$ cat config.mk
export PLATFORM = sky130hd
export DESIGN_NAME = mc_sequencer_flat
export DESIGN_NICKNAME = d
export VERILOG_FILES = /design/src/rtl/mc_sequencer_if.sv /design/src/rtl/mc_sequencer.sv /design/src/flat_wrapper.sv
export SDC_FILE = /design/constraint.sdc
export NUM_CORES = 1
export LEC_CHECK = 0
export BUFFER_PORTS_ARGS = -buffer_cell sky130_fd_sc_hd__buf_4
export CAP_MARGIN = 20
export CORE_ASPECT_RATIO = 0.7
export CORE_UTILIZATION = 53
export CTS_BUF_LIST = sky130_fd_sc_hd__clkbuf_8
export CTS_CLUSTER_SIZE = 8
export DETAILED_ROUTE_END_ITERATION = 16
export PLACE_DENSITY_LB_ADDON = 0.3
export SLEW_MARGIN = 20
export SYNTH_ARGS = -nofsm -noshare
export SYNTH_HDL_FRONTEND = slang
export SYNTH_SLANG_ARGS = --single-unit
$ cat constraint.sdc
create_clock -name clk -period 3.1 [get_ports clk]
set_input_delay 0.465 -clock clk [delete_from_list [all_inputs] [get_ports clk]]
set_output_delay 0.465 -clock clk [all_outputs]
set_load 0.01 [all_outputs]
$ cat src/rtl/mc_sequencer_if.sv
// rtl/mc_sequencer_if.sv - decode inputs, memory handshake and datapath strobes of the multicycle sequencer
interface mc_sequencer_if #(
  parameter int CNTW = 32
);
  logic [5:0]      opcode;
  logic [5:0]      funct;
  logic            zero;
  logic            mem_ready;
  logic            mem_req;
  logic            mem_we;
  logic            ir_we;
  logic            ab_we;
  logic            pc_we;
  logic [1:0]      pc_sel;
  logic            alu_src;
  logic [2:0]      alu_cmd;
  logic            reg_we;
  logic [1:0]      reg_dst;
  logic [1:0]      mem_to_reg;
  logic [2:0]      state;
  logic            illegal;
  logic            bus_err;
  logic [CNTW-1:0] retired;

  modport master (
    input  opcode, funct, zero, mem_ready,
    output mem_req, mem_we, ir_we, ab_we, pc_we, pc_sel, alu_src, alu_cmd,
           reg_we, reg_dst, mem_to_reg, state, illegal, bus_err, retired
  );

  modport slave (
    output opcode, funct, zero, mem_ready,
    input  mem_req, mem_we, ir_we, ab_we, pc_we, pc_sel, alu_src, alu_cmd,
           reg_we, reg_dst, mem_to_reg, state, illegal, bus_err, retired
  );
endinterface

$ cat src/rtl/mc_sequencer.sv
// rtl/mc_sequencer.sv - multicycle FETCH/DECODE/EXEC/MEM/WB control FSM with memory timeout and retire counter
module mc_sequencer #(
  parameter int MEM_TIMEOUT     = 15,
  parameter bit HALT_ON_ILLEGAL = 1'b1,
  parameter int CNTW            = 32
) (
  input  logic           clk,
  input  logic           reset,
  mc_sequencer_if.master bus
);
  localparam int WW = (MEM_TIMEOUT > 1) ? $clog2(MEM_TIMEOUT) : 1;
  localparam logic [WW-1:0] WLAST = WW'(MEM_TIMEOUT - 1);

  typedef enum logic [2:0] {
    S_FETCH  = 3'd0,
    S_DECODE = 3'd1,
    S_EXEC   = 3'd2,
    S_MEM    = 3'd3,
    S_WB     = 3'd4,
    S_HALT   = 3'd5
  } state_e;

  state_e          state_q, state_d;
  logic [WW-1:0]   wait_q, wait_d;
  logic [CNTW-1:0] retired_q, retired_d;
  logic            illegal_q, illegal_d;
  logic            bus_err_q, bus_err_d;

  logic       mem_req, mem_we, ir_we, ab_we, pc_we, alu_src, reg_we;
  logic [1:0] pc_sel, reg_dst, mem_to_reg;
  logic [2:0] alu_cmd;

  logic op_r, r_add, r_sub, r_slt, r_jr, r_alu;
  logic op_addi, op_xori, op_lw, op_sw, op_beq, op_bne, op_j, op_jal, legal;

  assign op_r    = (bus.opcode == 6'h00);
  assign r_add   = op_r && (bus.funct == 6'h20);
  assign r_sub   = op_r && (bus.funct == 6'h22);
  assign r_slt   = op_r && (bus.funct == 6'h2A);
  assign r_jr    = op_r && (bus.funct == 6'h08);
  assign r_alu   = r_add || r_sub || r_slt;
  assign op_addi = (bus.opcode == 6'h08);
  assign op_xori = (bus.opcode == 6'h0E);
  assign op_lw   = (bus.opcode == 6'h23);
  assign op_sw   = (bus.opcode == 6'h2B);
  assign op_beq  = (bus.opcode == 6'h04);
  assign op_bne  = (bus.opcode == 6'h05);
  assign op_j    = (bus.opcode == 6'h02);
  assign op_jal  = (bus.opcode == 6'h03);
  assign legal   = r_alu || r_jr || op_addi || op_xori || op_lw || op_sw ||
                   op_beq || op_bne || op_j || op_jal;

  always_ff @(posedge clk or posedge reset) begin
    if (reset) begin
      state_q   <= S_FETCH;
      wait_q    <= '0;
      retired_q <= '0;
      illegal_q <= 1'b0;
      bus_err_q <= 1'b0;
    end else begin
      state_q   <= state_d;
      wait_q    <= wait_d;
      retired_q <= retired_d;
      illegal_q <= illegal_d;
      bus_err_q <= bus_err_d;
    end
  end

  always_comb begin
    state_d    = state_q;
    wait_d     = '0;
    illegal_d  = illegal_q;
    bus_err_d  = bus_err_q;
    mem_req    = 1'b0;
    mem_we     = 1'b0;
    ir_we      = 1'b0;
    ab_we      = 1'b0;
    pc_we      = 1'b0;
    pc_sel     = 2'd0;
    alu_src    = 1'b0;
    alu_cmd    = 3'd0;
    reg_we     = 1'b0;
    reg_dst    = 2'd0;
    mem_to_reg = 2'd0;

    unique case (state_q)
      S_FETCH: begin
        mem_req = 1'b1;
        if (bus.mem_ready) begin
          ir_we   = 1'b1;
          state_d = S_DECODE;
        end else if (wait_q == WLAST) begin
          bus_err_d = 1'b1;
          state_d   = S_HALT;
        end else begin
          wait_d = wait_q + 1'b1;
        end
      end
      S_DECODE: begin
        ab_we = 1'b1;
        if (op_j || op_jal) begin
          pc_we   = 1'b1;
          pc_sel  = 2'd2;
          state_d = S_FETCH;
          if (op_jal) begin
            reg_we     = 1'b1;
            reg_dst    = 2'd1;
            mem_to_reg = 2'd2;
          end
        end else if (r_jr) begin
          pc_we   = 1'b1;
          pc_sel  = 2'd3;
          state_d = S_FETCH;
        end else if (!legal) begin
          illegal_d = 1'b1;
          if (HALT_ON_ILLEGAL) begin
            state_d = S_HALT;
          end else begin
            pc_we   = 1'b1;
            state_d = S_FETCH;
          end
        end else begin
          state_d = S_EXEC;
        end
      end
      S_EXEC: begin
        alu_src = op_addi || op_xori || op_lw || op_sw;
        if (op_xori)                 alu_cmd = 3'd2;
        else if (op_beq || op_bne)   alu_cmd = 3'd1;
        else if (r_sub)              alu_cmd = 3'd1;
        else if (r_slt)              alu_cmd = 3'd3;
        if (op_beq || op_bne) begin
          pc_we   = 1'b1;
          pc_sel  = ((op_beq && bus.zero) || (op_bne && !bus.zero)) ? 2'd1 : 2'd0;
          state_d = S_FETCH;
        end else if (op_lw || op_sw) begin
          state_d = S_MEM;
        end else begin
          state_d = S_WB;
        end
      end
      S_MEM: begin
        // Address stays on the ALU (base + offset) for the whole access.
        mem_req = 1'b1;
        mem_we  = op_sw;
        alu_src = 1'b1;
        if (bus.mem_ready) begin
          if (op_sw) begin
            pc_we   = 1'b1;
            state_d = S_FETCH;
          end else begin
            state_d = S_WB;
          end
        end else if (wait_q == WLAST) begin
          bus_err_d = 1'b1;
          state_d   = S_HALT;
        end else begin
          wait_d = wait_q + 1'b1;
        end
      end
      S_WB: begin
        reg_we     = 1'b1;
        reg_dst    = op_r ? 2'd0 : 2'd2;
        mem_to_reg = op_lw ? 2'd1 : 2'd0;
        pc_we      = 1'b1;
        state_d    = S_FETCH;
      end
      S_HALT: begin
        state_d = S_HALT;
      end
      default: begin
        state_d = S_FETCH;
      end
    endcase

    // Reset kills strobes immediately so a partial access never commits.
    if (reset) begin
      mem_req    = 1'b0;
      mem_we     = 1'b0;
      ir_we      = 1'b0;
      ab_we      = 1'b0;
      pc_we      = 1'b0;
      pc_sel     = 2'd0;
      alu_src    = 1'b0;
      alu_cmd    = 3'd0;
      reg_we     = 1'b0;
      reg_dst    = 2'd0;
      mem_to_reg = 2'd0;
    end
  end

  assign retired_d = retired_q + CNTW'(pc_we);

  assign bus.mem_req    = mem_req;
  assign bus.mem_we     = mem_we;
  assign bus.ir_we      = ir_we;
  assign bus.ab_we      = ab_we;
  assign bus.pc_we      = pc_we;
  assign bus.pc_sel     = pc_sel;
  assign bus.alu_src    = alu_src;
  assign bus.alu_cmd    = alu_cmd;
  assign bus.reg_we     = reg_we;
  assign bus.reg_dst    = reg_dst;
  assign bus.mem_to_reg = mem_to_reg;
  assign bus.state      = state_q;
  assign bus.illegal    = illegal_q;
  assign bus.bus_err    = bus_err_q;
  assign bus.retired    = retired_q;
endmodule

$ cat src/flat_wrapper.sv
// flat-port wrapper written by rule: the top's interface ports become plain ports
module mc_sequencer_flat 
#(
  parameter int MEM_TIMEOUT     = 15,
  parameter bit HALT_ON_ILLEGAL = 1'b1,
  parameter int CNTW            = 32
)
  (clk, reset, bus_opcode, bus_funct, bus_zero, bus_mem_ready, bus_mem_req, bus_mem_we, bus_ir_we, bus_ab_we, bus_pc_we, bus_pc_sel, bus_alu_src, bus_alu_cmd, bus_reg_we, bus_reg_dst, bus_mem_to_reg, bus_state, bus_illegal, bus_bus_err, bus_retired);
  mc_sequencer_if #(.CNTW(CNTW)) bus_i ();
  input  logic clk;
  input  logic reset;
  input wire logic [$bits(bus_i.opcode)-1:0] bus_opcode;
  input wire logic [$bits(bus_i.funct)-1:0] bus_funct;
  input wire logic [$bits(bus_i.zero)-1:0] bus_zero;
  input wire logic [$bits(bus_i.mem_ready)-1:0] bus_mem_ready;
  output wire logic [$bits(bus_i.mem_req)-1:0] bus_mem_req;
  output wire logic [$bits(bus_i.mem_we)-1:0] bus_mem_we;
  output wire logic [$bits(bus_i.ir_we)-1:0] bus_ir_we;
  output wire logic [$bits(bus_i.ab_we)-1:0] bus_ab_we;
  output wire logic [$bits(bus_i.pc_we)-1:0] bus_pc_we;
  output wire logic [$bits(bus_i.pc_sel)-1:0] bus_pc_sel;
  output wire logic [$bits(bus_i.alu_src)-1:0] bus_alu_src;
  output wire logic [$bits(bus_i.alu_cmd)-1:0] bus_alu_cmd;
  output wire logic [$bits(bus_i.reg_we)-1:0] bus_reg_we;
  output wire logic [$bits(bus_i.reg_dst)-1:0] bus_reg_dst;
  output wire logic [$bits(bus_i.mem_to_reg)-1:0] bus_mem_to_reg;
  output wire logic [$bits(bus_i.state)-1:0] bus_state;
  output wire logic [$bits(bus_i.illegal)-1:0] bus_illegal;
  output wire logic [$bits(bus_i.bus_err)-1:0] bus_bus_err;
  output wire logic [$bits(bus_i.retired)-1:0] bus_retired;
  assign bus_i.opcode = bus_opcode;
  assign bus_i.funct = bus_funct;
  assign bus_i.zero = bus_zero;
  assign bus_i.mem_ready = bus_mem_ready;
  assign bus_mem_req = bus_i.mem_req;
  assign bus_mem_we = bus_i.mem_we;
  assign bus_ir_we = bus_i.ir_we;
  assign bus_ab_we = bus_i.ab_we;
  assign bus_pc_we = bus_i.pc_we;
  assign bus_pc_sel = bus_i.pc_sel;
  assign bus_alu_src = bus_i.alu_src;
  assign bus_alu_cmd = bus_i.alu_cmd;
  assign bus_reg_we = bus_i.reg_we;
  assign bus_reg_dst = bus_i.reg_dst;
  assign bus_mem_to_reg = bus_i.mem_to_reg;
  assign bus_state = bus_i.state;
  assign bus_illegal = bus_i.illegal;
  assign bus_bus_err = bus_i.bus_err;
  assign bus_retired = bus_i.retired;
  mc_sequencer #(.MEM_TIMEOUT(MEM_TIMEOUT), .HALT_ON_ILLEGAL(HALT_ON_ILLEGAL), .CNTW(CNTW)) u_core (.clk(clk), .reset(reset), .bus(bus_i));
endmodule
==> impl_metrics.yaml <==
outcome:
  status: "complete, no violations"
synthesis:
  synth_cell_types: 44
  synth.avg_cell_area_um2: 10.0
  synth-edff-count: 0
  async_flop_share: 1.00
  synth_fp_nets: 242
  netlist_area_um2: 2220
  synthTopCellsByCount: "dfrtp_1, xnor2_1, nand3_1"
  syn_inst: 222
  ys_seq_area_frac: 0.462
  ys.flop_type: "dfrtp_1"
  yosysWarningCount: 0
  ys_ff_latch: 41
  yosys.area.top_type_share: 0.462
  synth_area_leaders: "dfrtp_1, xnor2_1, nand3_1, nand2_1, nor2_1"
  yosysTopAreaCell: "dfrtp_1"
  synth_most_common_cell: "dfrtp_1"
worst_setup_path:
  cpPeakStageDelay_ns: 0.42
  crit_path_end_kind: "flip-flop"
  cp-start-kind: "input port"
  path_class: "in2reg"
  crit_path_max_fanout: 4
  cp.required_ns: 3.29
  path_delay_family: "simple AND/OR/NAND/NOR gates"
  cp_slowest_cell: "or3_1"
  cp_cell_sequence: "buf_4, or3_1, nor4_1, o21bai_1, nor3_2, or3b_1, ha_1, ha_1, nand3_1, nor3_1, buf_4, nand4_1, xnor2_1"
  crit_arrival_ns: 2.96
  critPathBufInv: 2
die:
  dieHeight_um: 56.2
  rows: 19
  die_area_um2: 4460
  core_area_um2: 3970
  die_w_um: 79.4
  start_util: 0.560
  ioPinCount: 69
sta:
  max_freq_ghz: 0.361
  rsz0062_at_grt: "no"
  timing.setup.tns_ns: 0
  tightest_slew_ns: 0.505
  report.final.slew_viol_count: 0
  hold_viol: 0
  timing.hold.ws_ns: 0.383
  setup_viol: 0
  fin_skew_ns: 0.00894
  fin_crit_ns: 2.77
  slew_headroom: 0.663
  period_share: 0.893
cts:
  cts_num_sinks: 41
  cts_buffer_depth: 2
  clockRootBuffer: "clkbuf_8"
  clk_pin_slew_worst_paths_ns: 0.08
  htree_levels: 2
  clkLatencyLatePin_ns: 0.29
  holdBufCountCts: 0
  cts_setup_buffers: 0
  cts_resized: 0
  cts_buffers: 5
  tritoncts: "built"
global_route:
  grt_pass1_vias: 1846
  gr-total-overflow: 0
  grt_max_degree: 42
  grt_pass1_wl_um: 8930
  track_usage: 0.263
  antenna_found_initial: 0
routing:
  vias: 2042
  viasPerCell: 5.82
  dr.pass1.iters: 5
  drtIter0Drc: 176
  ant_nets: 0
  drc: 0
  avgRoutedWirePerCell_um: 15.3
  totalWireLength_um: 5380
pwr:
  clkPwrFrac: 0.428
  combPwrFrac: 0.060
  p_per_area_nw_per_um2: 361
  p_int_uw: 827
  max-vdd-ir-drop_mv: 0.327
  p_leak_uw: 0.00142
  swShare: 0.217
  switching_power_uw: 230
  seq_power_share: 0.512
cells_and_area:
  fin_util: 0.738
  diodes: 0
  area_growth_pct: 31.8
  fin_nets: 318
  fin_area_um2: 2930
  layout-drive-gt1-share: 0.304
worst_hold_path:
  hold_path.class: "in2async"
place:
  gp_congestion: 0.887
  dp_hpwl_um: 3960
  place_area_um2: 2810
  io_buffers: 67
flow_run:
  max_cap_violations: 0
## final cells by class
| type | instances | area [µm²] |
|---|---|---|
| clock buffer | 6 | 82.6 |
| clock inverter | 2 | 37.5 |
| fill | 291 | 1040 |
| inverter | 4 | 15.0 |
| multi-input combinational | 170 | 1130 |
| sequential | 41 | 1030 |
| tap | 52 | 65.1 |
| timing repair buffer | 76 | 571 |
## worst paths after layout
check                                                  from                                to  slack, ns  cells past startpoint
max in group asynchronous                             reset  u_core.bus.retired[15]$_DFF_PP0_       2.37                      3
setup / recovery                               bus_funct[0]  u_core.bus.retired[26]$_DFF_PP0_       0.33                     13
setup reg to reg              u_core.bus.state[2]$_DFF_PP0_  u_core.bus.retired[26]$_DFF_PP0_       0.48                     11
hold reg to reg            u_core.bus.retired[31]$_DFF_PP0_  u_core.bus.retired[31]$_DFF_PP0_       0.47                      1
min in group clk           u_core.bus.retired[31]$_DFF_PP0_  u_core.bus.retired[31]$_DFF_PP0_       0.47                      1
hold / removal                                        reset  u_core.bus.retired[31]$_DFF_PP0_       0.38                      3
## cell usage in the layout, fill, tap and decap left out, drive strengths merged, types with 2 or more instances in the layout
cell     n
inv      4
nand4    7
dfrtp   41
clkbuf   6
a41o     2
nor2b    4
nor3    12
nor4     8
ha       4
and3     5
nand2   19
a32oi    2
buf     76
or3b     2
xnor2   24
nand2b   2
and2     2
a31oi    2
nand3   20
xor2     8
a21oi    2
and4     7
nor2    19
nand3b   2
## power by group through the flow
stage	registers (µW)	clock network (µW)	logic [µW]
global placement	552	0	62.9
detailed placement	552	0	63.5
global route	542	482	69.9
finish	542	453	63.2
floorplan	554	0	25.4
CTS	541	460	63.8
## flip-flops by register name, summed over array words and instances, names as in the netlist
register	cells
u_core.bus.retired	32
u_core.wait_q	4
u_core.bus.illegal	1
u_core.bus.bus_err	1
u_core.bus.state	3
## logic make-up after synthesis
| group | after synthesis | synth area share |
|---|---|---|
| xor+xnor | 32 | 0.126 |
| fa+ha+maj | 4 | 0.0225 |
| flops | 41 | 0.462 |
| other cells | 1 | 0.00169 |
| buf+inv | 11 | 0.0287 |
| compound gates | 18 | 0.0619 |
| simple gates | 115 | 0.297 |
## metrics by stage
stage	std cells	total power (µW)	worst slack [ns]
global placement	343	615	0.165
finish	351	1060	0.331
detailed placement	343	616	0.0392
CTS	351	1070	0.354
floorplan	222	579	0.0497
global route	351	1090	0.176
## worst register-to-register path, stage by stage (launching register included)
cell and delay [ns]:
dfrtp_1 0.49, nor2_1 0.28, nand2_1 0.21, nor3_2 0.17, or3b_1 0.15, ha_1 0.24, ha_1 0.20, nand3_1 0.14
nor3_1 0.21, buf_4 0.16, nand4_1 0.12, xnor2_1 0.15
## metal layers
| layer | vias to the layer above | part of all wire | global-route usage |
|---|---|---|---|
| li1 | 949 | - | - |
| met5 | - | 0 | 0 |
| met1 | 1009 | 0.46 | 0.397 |
| met2 | 78 | 0.47 | 0.379 |
| met3 | 6 | 0.058 | 0.0525 |
| met4 | 0 | 0.0080 | 0.0831 |
(Power assumes the default switching activity.)
